`config.mk`:
```
export PLATFORM = sky130hd
export DESIGN_NAME = axi_rd_reg_slice
export DESIGN_NICKNAME = d
export VERILOG_FILES = /design/src/rtl/axi_rd_reg_slice_pkg.sv /design/src/rtl/skid_slice.sv /design/src/rtl/axi_rd_reg_slice.sv
export SDC_FILE = /design/constraint.sdc
export NUM_CORES = 1
export LEC_CHECK = 0
export CORE_MARGIN = 2
export CORE_UTILIZATION = 54
export DETAILED_ROUTE_END_ITERATION = 10
export HOLD_SLACK_MARGIN = 0.15
export PLACE_DENSITY = 0.95
export SLEW_MARGIN = 10
export SYNTH_ARGS = -nofsm -noshare
export SYNTH_HDL_FRONTEND = slang
export SYNTH_SLANG_ARGS = --single-unit
```
`constraint.sdc`:
```
create_clock -name clk -period 3.2 [get_ports clk]
set_input_delay 0.48 -clock clk [delete_from_list [all_inputs] [get_ports clk]]
set_output_delay 0.48 -clock clk [all_outputs]
set_load 0.01 [all_outputs]
```
`src/rtl/axi_rd_reg_slice_pkg.sv`:
```
// Shared AXI read-path widths, payload structs and skid buffer state type.
`ifndef AXI_DEFINES_SVH
`define AXI_DEFINES_SVH
`define AXI_ID_WIDTH     4
`define AXI_ADDR_WIDTH   32
`define AXI_LEN_WIDTH    8
`define AXI_SIZE_WIDTH   3
`define AXI_BURST_WIDTH  2
`define AXI_DATA_WIDTH   32
`define AXI_RESP_WIDTH   2
`define AXI_AR_PLD_WIDTH (`AXI_ID_WIDTH + `AXI_ADDR_WIDTH + `AXI_LEN_WIDTH + `AXI_SIZE_WIDTH + `AXI_BURST_WIDTH)
`define AXI_R_PLD_WIDTH  (`AXI_ID_WIDTH + `AXI_DATA_WIDTH + `AXI_RESP_WIDTH + 1)
`endif

package axi_rd_reg_slice_pkg;

  localparam int unsigned ID_W     = `AXI_ID_WIDTH;
  localparam int unsigned ADDR_W   = `AXI_ADDR_WIDTH;
  localparam int unsigned LEN_W    = `AXI_LEN_WIDTH;
  localparam int unsigned SIZE_W   = `AXI_SIZE_WIDTH;
  localparam int unsigned BURST_W  = `AXI_BURST_WIDTH;
  localparam int unsigned DATA_W   = `AXI_DATA_WIDTH;
  localparam int unsigned RESP_W   = `AXI_RESP_WIDTH;
  localparam int unsigned AR_PLD_W = `AXI_AR_PLD_WIDTH;
  localparam int unsigned R_PLD_W  = `AXI_R_PLD_WIDTH;

  // AR payload, field order fixed as {id, addr, len, size, burst}
  typedef struct packed {
    logic [ID_W-1:0]    id;
    logic [ADDR_W-1:0]  addr;
    logic [LEN_W-1:0]   len;
    logic [SIZE_W-1:0]  size;
    logic [BURST_W-1:0] burst;
  } ar_pld_t;

  // R payload, field order fixed as {id, data, resp, last}
  typedef struct packed {
    logic [ID_W-1:0]   id;
    logic [DATA_W-1:0] data;
    logic [RESP_W-1:0] resp;
    logic              last;
  } r_pld_t;

  typedef enum logic [1:0] {
    SKID_EMPTY = 2'd0,
    SKID_BUSY  = 2'd1,
    SKID_FULL  = 2'd2
  } skid_state_e;

endpackage

```
`src/rtl/skid_slice.sv`:
```
// Two-entry skid buffer: one output register plus one skid register,
// with registered valid and ready so no input reaches an output combinationally.
module skid_slice
  import axi_rd_reg_slice_pkg::*;
#(
  parameter int unsigned WIDTH = 8
) (
  input  logic             clk,
  input  logic             rst_n,
  input  logic             in_valid,
  output logic             in_ready,
  input  logic [WIDTH-1:0] in_data,
  output logic             out_valid,
  input  logic             out_ready,
  output logic [WIDTH-1:0] out_data
);

  skid_state_e      state_q, state_d;
  logic [WIDTH-1:0] out_data_q, out_data_d;
  logic [WIDTH-1:0] skid_data_q, skid_data_d;
  logic             out_valid_q, out_valid_d;
  logic             in_ready_q, in_ready_d;
  logic             push, pop;

  assign push = in_valid && in_ready_q;
  assign pop  = out_valid_q && out_ready;

  // Next state and data movement; the skid register only fills while the output is stalled
  always_comb begin
    state_d     = state_q;
    out_data_d  = out_data_q;
    skid_data_d = skid_data_q;
    unique case (state_q)
      SKID_EMPTY: begin
        if (push) begin
          state_d    = SKID_BUSY;
          out_data_d = in_data;
        end
      end
      SKID_BUSY: begin
        if (push && pop) begin
          out_data_d = in_data;
        end else if (push) begin
          state_d     = SKID_FULL;
          skid_data_d = in_data;
        end else if (pop) begin
          state_d = SKID_EMPTY;
        end
      end
      SKID_FULL: begin
        if (pop) begin
          state_d    = SKID_BUSY;
          out_data_d = skid_data_q;
        end
      end
      default: begin
        state_d = SKID_EMPTY;
      end
    endcase
    out_valid_d = (state_d != SKID_EMPTY);
    in_ready_d  = (state_d != SKID_FULL);
  end

  // State and payload registers; reset drops valid and ready immediately
  always_ff @(posedge clk or negedge rst_n) begin
    if (!rst_n) begin
      state_q     <= SKID_EMPTY;
      out_data_q  <= '0;
      skid_data_q <= '0;
      out_valid_q <= 1'b0;
      in_ready_q  <= 1'b0;
    end else begin
      state_q     <= state_d;
      out_data_q  <= out_data_d;
      skid_data_q <= skid_data_d;
      out_valid_q <= out_valid_d;
      in_ready_q  <= in_ready_d;
    end
  end

  assign in_ready  = in_ready_q;
  assign out_valid = out_valid_q;
  assign out_data  = out_data_q;

endmodule

```
`src/rtl/axi_rd_reg_slice.sv`:
```
// AXI read-path register slice: optional skid stage on AR (master->slave)
// and on R (slave->master). Payload is carried opaquely.
module axi_rd_reg_slice
  import axi_rd_reg_slice_pkg::*;
#(
  parameter bit AR_PIPE = 1'b1,
  parameter bit R_PIPE  = 1'b1
) (
  input  logic                         clk,
  input  logic                         rst_n,
  // AR from master
  input  logic [`AXI_ID_WIDTH-1:0]     axi_slv_arid,
  input  logic [`AXI_ADDR_WIDTH-1:0]   axi_slv_araddr,
  input  logic [`AXI_LEN_WIDTH-1:0]    axi_slv_arlen,
  input  logic [`AXI_SIZE_WIDTH-1:0]   axi_slv_arsize,
  input  logic [`AXI_BURST_WIDTH-1:0]  axi_slv_arburst,
  input  logic                         axi_slv_arvalid,
  output logic                         axi_slv_arready,
  // AR to slave
  output logic [`AXI_ID_WIDTH-1:0]     axi_mst_arid,
  output logic [`AXI_ADDR_WIDTH-1:0]   axi_mst_araddr,
  output logic [`AXI_LEN_WIDTH-1:0]    axi_mst_arlen,
  output logic [`AXI_SIZE_WIDTH-1:0]   axi_mst_arsize,
  output logic [`AXI_BURST_WIDTH-1:0]  axi_mst_arburst,
  output logic                         axi_mst_arvalid,
  input  logic                         axi_mst_arready,
  // R from slave
  input  logic [`AXI_ID_WIDTH-1:0]     axi_mst_rid,
  input  logic [`AXI_DATA_WIDTH-1:0]   axi_mst_rdata,
  input  logic [`AXI_RESP_WIDTH-1:0]   axi_mst_rresp,
  input  logic                         axi_mst_rlast,
  input  logic                         axi_mst_rvalid,
  output logic                         axi_mst_rready,
  // R to master
  output logic [`AXI_ID_WIDTH-1:0]     axi_slv_rid,
  output logic [`AXI_DATA_WIDTH-1:0]   axi_slv_rdata,
  output logic [`AXI_RESP_WIDTH-1:0]   axi_slv_rresp,
  output logic                         axi_slv_rlast,
  output logic                         axi_slv_rvalid,
  input  logic                         axi_slv_rready
);

  // AR channel: skid stage or straight wires
  if (AR_PIPE) begin : g_ar_pipe
    ar_pld_t ar_in_pld;
    ar_pld_t ar_out_pld;

    assign ar_in_pld = '{id:    axi_slv_arid,
                         addr:  axi_slv_araddr,
                         len:   axi_slv_arlen,
                         size:  axi_slv_arsize,
                         burst: axi_slv_arburst};

    skid_slice #(
      .WIDTH (AR_PLD_W)
    ) u_ar_skid (
      .clk       (clk),
      .rst_n     (rst_n),
      .in_valid  (axi_slv_arvalid),
      .in_ready  (axi_slv_arready),
      .in_data   (ar_in_pld),
      .out_valid (axi_mst_arvalid),
      .out_ready (axi_mst_arready),
      .out_data  (ar_out_pld)
    );

    assign axi_mst_arid    = ar_out_pld.id;
    assign axi_mst_araddr  = ar_out_pld.addr;
    assign axi_mst_arlen   = ar_out_pld.len;
    assign axi_mst_arsize  = ar_out_pld.size;
    assign axi_mst_arburst = ar_out_pld.burst;
  end else begin : g_ar_wire
    assign axi_mst_arid    = axi_slv_arid;
    assign axi_mst_araddr  = axi_slv_araddr;
    assign axi_mst_arlen   = axi_slv_arlen;
    assign axi_mst_arsize  = axi_slv_arsize;
    assign axi_mst_arburst = axi_slv_arburst;
    assign axi_mst_arvalid = axi_slv_arvalid;
    assign axi_slv_arready = axi_mst_arready;
  end

  // R channel: skid stage or straight wires; rlast rides inside the payload
  if (R_PIPE) begin : g_r_pipe
    r_pld_t r_in_pld;
    r_pld_t r_out_pld;

    assign r_in_pld = '{id:   axi_mst_rid,
                        data: axi_mst_rdata,
                        resp: axi_mst_rresp,
                        last: axi_mst_rlast};

    skid_slice #(
      .WIDTH (R_PLD_W)
    ) u_r_skid (
      .clk       (clk),
      .rst_n     (rst_n),
      .in_valid  (axi_mst_rvalid),
      .in_ready  (axi_mst_rready),
      .in_data   (r_in_pld),
      .out_valid (axi_slv_rvalid),
      .out_ready (axi_slv_rready),
      .out_data  (r_out_pld)
    );

    assign axi_slv_rid   = r_out_pld.id;
    assign axi_slv_rdata = r_out_pld.data;
    assign axi_slv_rresp = r_out_pld.resp;
    assign axi_slv_rlast = r_out_pld.last;
  end else begin : g_r_wire
    assign axi_slv_rid    = axi_mst_rid;
    assign axi_slv_rdata  = axi_mst_rdata;
    assign axi_slv_rresp  = axi_mst_rresp;
    assign axi_slv_rlast  = axi_mst_rlast;
    assign axi_slv_rvalid = axi_mst_rvalid;
    assign axi_mst_rready = axi_slv_rready;
  end

endmodule

```
Word level (Yosys, flattened, before mapping)
Cells that the tools add are included.
{ "op_classes": {"eq_ne": 12, "n_mux": 20, "bitwise": 2, "n_reduce_logical": 16} }
{ "ops": {"columns": ["op", "n"], "rows": [
  ["2-to-1 mux 49 bit", 3],
  ["one-hot mux 49 bit (3 select lines)", 1],
  ["2-to-1 mux 39 bit", 3],
  ["one-hot mux 39 bit (3 select lines)", 1],
  ["2-to-1 mux 2 bit", 10],
  ["inequality test 2 x 1 -> 1 bit, second input constant", 6],
  ["one-hot mux 2 bit (3 select lines)", 2],
  ["AND reduction 4 bit", 2],
  ["logical AND 1 bit", 6],
  ["AND reduction 3 bit", 2],
  ["nonzero test 3 bit", 2],
  ["== test 2 x 1 -> 1 bit, second input constant", 2],
  ["== test 2 bit, second input constant", 2],
  ["logical NOT 2 bit", 2],
  ["inequality test 2 bit, second input constant", 2],
  ["nonzero test 2 bit", 2],
  ["inverter 1 bit", 2]
]} }
{ "word_totals": {"ff_bits": 184, "input_bits": 94, "output_inout_bits": 92, "wordCells": 60} }

Depth between registers and ports, before layout
Gate-level depths: netlist of run 1.
{ "logic_depth": {"depth_word": 6, "depth_mapped": 7, "ltp_nobuf": 4} }

Cells and area by module
A second synthesis of run 1 with hierarchy kept.
{ "hier_totals": {"cells_unflattened": 509, "hier_area_um2": 8199.1} }
{ "modules_own_cells": {"columns": ["mod", "instances", "cells_per_inst", "area_each_um2"], "rows": [
  ["skid_slice at g_ar_pipe.u_ar_skid", 1, 281, 4531.8],
  ["skid_slice at g_r_pipe.u_r_skid", 1, 228, 3667.3]
]} }

Worst setup path after synthesis of run 1
Ideal clock, no wire load.
{ "synth_path": {"path_type": "input to register", "startpoint": "in axi_slv_arvalid", "endpoint": "reg g_ar_pipe.u_ar_skid.skid_data_q[38]", "t_arrival_ns": 1.576, "required_time_ns": 3.075, "path_slack_ns": 1.500, "cell_stages": 6, "path_buffers": 2, "path_cell_list": "nand2_1 -> nor2_1 -> nand3_1 -> buf_2 -> buf_2 -> mux2_2"} }
{ "synth_via": {"elab_chain_len": 4} }
{ "synth_rtl": {"columns": ["element", "line_no", "source"], "rows": [
  ["start, declared", "axi_rd_reg_slice.sv:17", "input logic axi_slv_arvalid,"],
  ["logical AND 1 bit (*)", "skid_slice.sv:25", "assign push = in_valid && in_ready_q;"],
  ["logical AND 1 bit", "skid_slice.sv:41", "if (push && pop) begin"],
  ["inverter 1 bit (no source line)", null, null],
  ["AND reduction 3 bit (no source line) (*)", null, null],
  ["end signal, assigned", "skid_slice.sv:75", "skid_data_q <= skid_data_d;"],
  ["end, declared", "skid_slice.sv:20", "logic [WIDTH-1:0] skid_data_q, skid_data_d;"]
]} }
Every way passes the cells marked *; elsewhere a longest branch is shown, timed or not.
A chain may end at the register's enable or synchronous reset.

Final worst setup path of run 1
{ "layout_path": {"startpoint": "reg g_ar_pipe.u_ar_skid.state_q[0]", "endpoint": "reg g_ar_pipe.u_ar_skid.out_data_q[46] (netlist: g_ar_pipe.u_ar_skid.out_data[46])"} }
{ "layout_via": {"elab_chain_len": 3, "elab_cells_between_ends": 9} }
{ "layout_rtl": {"columns": ["element", "line_no", "source"], "rows": [
  ["start, declared", "skid_slice.sv:18", "skid_state_e state_q, state_d;"],
  ["start signal, assigned", "skid_slice.sv:73", "state_q <= state_d;"],
  ["== test 2 bit (tied with other cells)", "skid_slice.sv:33", "unique case (state_q)"],
  ["inequality test 2 x 1 -> 1 bit (no source line) / nonzero test 3 bit (equally long branches)", null, null],
  ["AND reduction 4 bit (no source line)", null, null],
  ["end signal, assigned", "skid_slice.sv:74", "out_data_q <= out_data_d;"],
  ["end, declared", "skid_slice.sv:19", "logic [WIDTH-1:0] out_data_q, out_data_d;"]
]} }
Parallel ways exist; a longest one is shown, timed or not.

==> results of run 1 <==
per-stage QoR:
step	hold WS, ps	setup slack, ps	instances	area (um2)	utilization
4_1_cts	496	882	924	10500	0.753
2_1_floorplan	184	1500	551	7800	-
3_3_place_gp	478	626	893	9860	0.705
6_report	491	895	924	10500	0.753
3_5_place_dp	481	542	893	9860	0.705
5_1_grt	501	801	924	10500	0.753
power by group through the flow:
stage	clock network [mW]	logic, mW	registers [mW]
final	2.36	4.31	4.20
after global routing	2.49	4.62	4.35
after CTS	2.39	4.36	4.20
after detailed placement	0	4.33	4.22
after global placement	0	4.11	4.13
after floorplan	0	2.23	4.32
what timing repair did:
item | CTS | global route
hold buffers | 1 | 0
resized for setup | 0 | 0
endpoints found under the hold margin | 68 | 0
worst reg2reg max path, cell delays in order, from the launching register on:
cell and delay, ps:
dfrtp_1 470, nand2b_2 540, buf_4 490, mux2_2 410
mux2_1 280
flip-flops by register name (all words and copies together) (netlist names):
name	cells
g_ar_pipe.u_ar_skid.out_data	49
g_r_pipe.u_r_skid.in_ready	1
g_ar_pipe.u_ar_skid.in_ready	1
g_r_pipe.u_r_skid.skid_data_q	39
g_r_pipe.u_r_skid.state_q	2
g_r_pipe.u_r_skid.out_data	39
g_r_pipe.u_r_skid.out_valid	1
g_ar_pipe.u_ar_skid.out_valid	1
g_ar_pipe.u_ar_skid.state_q	2
g_ar_pipe.u_ar_skid.skid_data_q	49
worst max path at each step:
stage	end	depth (start not counted)
global placement	g_ar_pipe.u_ar_skid.skid_data_q[27]$_DFFE_PN0P_	6
CTS	g_ar_pipe.u_ar_skid.out_data[46]$_DFFE_PN0P_	4
finish	g_ar_pipe.u_ar_skid.out_data[46]$_DFFE_PN0P_	4
floorplan	g_ar_pipe.u_ar_skid.skid_data_q[38]$_DFFE_PN0P_	6
global route	g_ar_pipe.u_ar_skid.out_data[44]$_DFFE_PN0P_	4
detailed placement	g_ar_pipe.u_ar_skid.skid_data_q[18]$_DFFE_PN0P_	6
cell families (layout without fill, tap and decap cells):
kind of cell,after synthesis,in the layout,share of synthesized area
AOI/OAI and AO/OA,53,53,0.0383
muxes,225,225,0.318
buffers and inverters,34,227,0.0239
and+or+nand+nor,54,54,0.0281
xor gates and xnor gates,1,1,0.00112
DFF,184,184,0.590
cells in the final DEF, fill, tap and decap left out, types with 3 or more instances in the layout:
master / count
a21oi_1: 41
buf_12: 4
buf_4: 6
bufinv_16: 6
clkbuf_16: 17
clkbuf_8: 3
clkdlybuf4s50_1: 184
dfrtp_1: 184
mux2_1: 10
mux2_2: 176
mux2i_1: 39
nand2_1: 7
nor2_1: 40
cell type report:
type,count,share of cell area
Multi-Input combinational cell,333,0.290
Timing Repair Buffer,196,0.189
Clock buffer,22,0.0450
Tap cell,180,0.0214
Clock inverter,8,0.0183
Inverter,1,0.000356
Sequential cell,184,0.437
routing by layer:
layer	track usage	routed length [um]	up-vias	share of wire
li1	-	-	2317	-
met1	0.281	7090	2621	0.40
met2	0.418	9420	149	0.53
met3	0.0491	676	45	0.038
met4	0.106	582	0	0.033
met5	0	0	-	0
==> results.md, run 1 <==
* Net count after synthesis at 645
* Avg WL per Cell at 19.2 um
* Crit path from: g_ar_pipe.u_ar_skid.state_q[0]$_DFF_PN0_
* Cell area after synthesis at 7800 um2
* Status: complete, no violations
* CP delay by family, top: multiplexers
* R2R depth at 4
* Final Max Slew Viols at 0
* Synth Flop Type: dfrtp_1
* DRC Markers at 0
* Power Total at 10.9 mW
* Worst Setup End Kind: flip-flop
* Via density at 5.55
* Synth Area per Inst at 14.2 um2
* Clock network fraction of total power at 0.217
* Net Sw Power at 3.31 mW
* Chip height at 124 um
* Startpoint Class: flip-flop
* Critical path required time at 3500 ps
* Final setup TNS at 0 ps
* Port bufs at 185
* Initial Utilization at 0.558
* # Max-Cap Violations at 0
* Measured slew at the worst slew-check pin at 667 ps
* TritonCTS Sinks at 184
* Comb power frac at 0.396
* Fillers at 847
* Fmax achieved at 0.434 GHz
* Reg2reg end: g_ar_pipe.u_ar_skid.out_data[46]$_DFFE_PN0P_
* Synth Instances at 551
* Synth Register Bits at 184
* Cell taking the most area after synthesis: dfrtp_1
* Synth warn at 0
* H-tree levels at 4
* Seq pwr share at 0.387
* Max stage delay on crit path at 540 ps
* Share of layout cells above drive strength 1 at 0.298
* Final hold violation count at 0
* Area contributors post-synth: dfrtp_1 (59%), mux2_2 (25%), mux2i_1 (5.0%)
* Synth top area share at 0.590
* Final setup viols at 0
* Arrival time worst endpoint at 2610 ps
* DRT Pass-1 Iters at 6
* RSZ-0062 raised after global routing: no
* Num CTS Buffers at 17
* Antenna-violating nets left at 0
* Layout Skew at 7.71 ps
* Final Net Count at 827
* Final GP Congestion at 0.796
* Row cnt at 43
* Final WL at 17.8 mm
* Worst hold path cell count at 1
* Max-slew headroom at 0.555
* Hold endpoint: g_ar_pipe.u_ar_skid.out_data[47]$_DFFE_PN0P_
* Pwr Density at 1030 nW/um2
* Largest net degree at the start of global routing at 87
* Number of synthesized flops with an enable pin at 0
* Worst Path Class, Setup: flip-flop to flip-flop
* Worst Hold Class: flip-flop to flip-flop
* GRT Util Overall at 0.238
* HP Start: g_ar_pipe.u_ar_skid.out_data[47]$_DFFE_PN0P_
* Crit share post-route at 0.720
* Critical path, cell by cell: nand2b_2 -> buf_4 -> mux2_2 -> mux2_1
* Clk_lat worst skew at 420 ps
* Number of diodes at 0
* Launch point of the worst reg-to-reg path: g_ar_pipe.u_ar_skid.state_q[0]$_DFF_PN0_
* Most frequent cell after synthesis: dfrtp_1
* Reg area at 4600 um2
* Die area at 15400 um2
* GRT overflow at 0
* Post-DP HPWL at 12.1 mm
* Leakage at 4.61 nW
* Multi-input gate area at 3050 um2
* Clk buf depth at 2
* Die width at 124 um
* CTS tree: built
* DR iter-0 viols at 244
* CP Buf/Inv Count at 1
* Synth-to-layout area growth at 35.1%
* Core Footprint at 14000 um2
* Slowest CP cell: nand2b_2
* Pint at 7.57 mW
* Io pins at 186
* Post-CTS setup buffers at 0
* Worst R2R Setup Slack at 900 ps
* Initial antenna violation count at 0
* Clk slew on worst S/H paths at 60 ps
* Synth cell types at 28
* Sequential fraction of the synthesis area at 0.590
* Ys async rst share at 1.00
* Vias at 5132
* Max VDD drop at 0.000649 V
* Vias in the first global route at 5753
* Sw Share at 0.304
* CTS root buffer: clkbuf_16
* Synth cell count leaders: dfrtp_1 (184), mux2_2 (176), a21oi_1 (42), nor2_1 (40), mux2i_1 (39)
* CP max FO at 33
* First-pass GRT wire length at 29.4 mm
* Tmin final at 2300 ps
Power figures use the tool's default switching activity.
==> run 2, diff against run 1 <==
--- a/config.mk
+++ b/config.mk
@@ -6,10 +6,10 @@
 export NUM_CORES = 1
 export LEC_CHECK = 0
 export CORE_MARGIN = 2
-export CORE_UTILIZATION = 54
+export CORE_UTILIZATION = 45
 export DETAILED_ROUTE_END_ITERATION = 10
 export HOLD_SLACK_MARGIN = 0.15
-export PLACE_DENSITY = 0.95
+export PLACE_DENSITY = 0.87
 export SLEW_MARGIN = 10
 export SYNTH_ARGS = -nofsm -noshare
 export SYNTH_HDL_FRONTEND = slang
==> constraint.sdc (replaced) <==
create_clock -name clk -period 2.1 [get_ports clk]
set_input_delay 0.315 -clock clk [delete_from_list [all_inputs] [get_ports clk]]
set_output_delay 0.315 -clock clk [all_outputs]
set_load 0.01 [all_outputs]
==> results.md, run 2 (synthesis gave the netlist of run 1 again) <==
* Leakage at 4.64 nW
* Antenna-violating nets left at 0
* Most frequent cells in the layout: dfrtp_1 (184), clkdlybuf4s50_1 (184), mux2_2 (176), a21oi_1 (41), nor2_1 (40)
* Largest net degree at the start of global routing at 79
* Layout Skew at 10.5 ps
* Die area at 18400 um2
* GRT Util Overall at 0.199
* Non-Filler Instances at 979
* Measured slew at the worst slew-check pin at 539 ps
* Worst R2R Setup Slack at 290 ps
* First-pass GRT wire length at 28.6 mm
* Startpoint Class: flip-flop
* Critical path required time at 2400 ps
* H-tree levels at 4
* Launch point of the worst reg-to-reg path: g_ar_pipe.u_ar_skid.state_q[0]$_DFF_PN0_
* Setup WS pre-CTS at 92.5 ps
* Final GP Congestion at 0.774
* Share of layout cells above drive strength 1 at 0.309
* Fin area at 10700 um2
* Worst Path Class, Setup: flip-flop to flip-flop
* Via density at 5.17
* Crit share post-route at 0.860
* Number of diodes at 0
* Io pins at 186
* Vias at 5063
* Status: complete, no violations
* Dpl cell area at 10000 um2
* Synth-to-layout area growth at 36.6%
* Chip height at 136 um
* Max-slew headroom at 0.641
* Die width at 136 um
* Final setup viols at 0
* WHS at 428 ps
* Clk slew on worst S/H paths at 70 ps
* Final WL at 17.5 mm
* CTS tree: built
* Vias in the first global route at 5649
* CTS root buffer: clkbuf_16
* DR iter-0 viols at 256
* Initial antenna violation count at 0
* DRC Markers at 0
* Fmax achieved at 0.554 GHz
* DRT Pass-1 Iters at 4
* Final setup TNS at 0 ps
* RSZ-0062 raised after global routing: no
* Final setup margin at 293 ps
* Clk_lat worst skew at 420 ps
* Clk buf depth at 2
* Core Footprint at 17100 um2
* Worst Hold Class: input pin to async pin
* Placed insts at 946
* Post-CTS setup buffers at 0
* Reg2reg end: g_ar_pipe.u_ar_skid.out_data[47]$_DFFE_PN0P_
* CP max FO at 29
* Avg WL per Cell at 17.9 um
* Arrival time worst endpoint at 2100 ps
* Post-DP HPWL at 12.4 mm
* Pwr Density at 1540 nW/um2
* Final Max Slew Viols at 0
* Final Core Density at 0.623
* Crit path from: g_ar_pipe.u_ar_skid.state_q[0]$_DFF_PN0_
* Port bufs at 185
* Row cnt at 48
* Initial Utilization at 0.456
* Post_cts resized at 0
* Max VDD drop at 0.000708 V
* Worst Setup End Kind: flip-flop
* Power Total at 16.4 mW
* Tmin final at 1810 ps
* TritonCTS Sinks at 184
* Final Net Count at 835
* Num CTS Buffers at 17
* Final hold violation count at 0
* R2R depth at 4
* Fillers at 1246
* # Max-Cap Violations at 0
* GRT overflow at 0
## run 2: cell count changes in the layout (fill, tap and decap cells not counted)
cell and delta:
buf_12 +3, buf_4 +5, bufinv_16 -2, clkbuf_1 -1, clkbuf_8 -2, clkinv_2 +1
clkinv_4 +1, clkinvlp_4 +1, inv_6 +4
## run 2: worst max-delay path by stage
stage / to / slack [ps] / cells after the start
after floorplan: g_ar_pipe.u_ar_skid.out_data[38]$_DFFE_PN0P_ / 460 / 7
after global placement: g_ar_pipe.u_ar_skid.out_data[20]$_DFFE_PN0P_ / 150 / 6
after detailed placement: g_r_pipe.u_r_skid.out_data[30]$_DFFE_PN0P_ / 90 / 7
after CTS: g_ar_pipe.u_ar_skid.out_data[43]$_DFFE_PN0P_ / 290 / 4
after global routing: g_ar_pipe.u_ar_skid.out_data[43]$_DFFE_PN0P_ / 220 / 4
final: g_ar_pipe.u_ar_skid.out_data[47]$_DFFE_PN0P_ / 290 / 4
## run 2: worst max-delay path: stages, from the launching register on
cell and delay [ps]:
dfrtp_1 450, nand2b_2 200, buf_4 360, mux2_2 380, mux2_1 290
## run 2: power by group
part / internal [mW] / leakage, nW / switching, mW
Sequential: 5.37 / 2.14 / 1.01
Clock: 2.04 / 0.305 / 1.34
Combinational: 3.92 / 2.19 / 2.72
Total: 11.3 / 4.64 / 5.07
## run 2: final cells by class
class / count / area (um2) / area share
clock buffer: 19 / 443 / 0.0416
clock inverter: 13 / 189 / 0.0177
inverter: 1 / 3.75 / 0.000352
multi-input combinational: 333 / 3050 / 0.286
sequential: 184 / 4600 / 0.432
tap: 225 / 282 / 0.0264
timing repair buffer: 204 / 2090 / 0.196
## run 2: per-layer routing
metal	track usage	wire length, um
met2	0.356	9330
met3	0.0355	592
met4	0.0926	631
met5	0	0
met1	0.231	6980
## run 2: what timing repair did
action	4_1_cts	5_1_grt
endpoints found under the setup margin	0	0
hold buffers	1	0
hold endpoints to repair	51	0
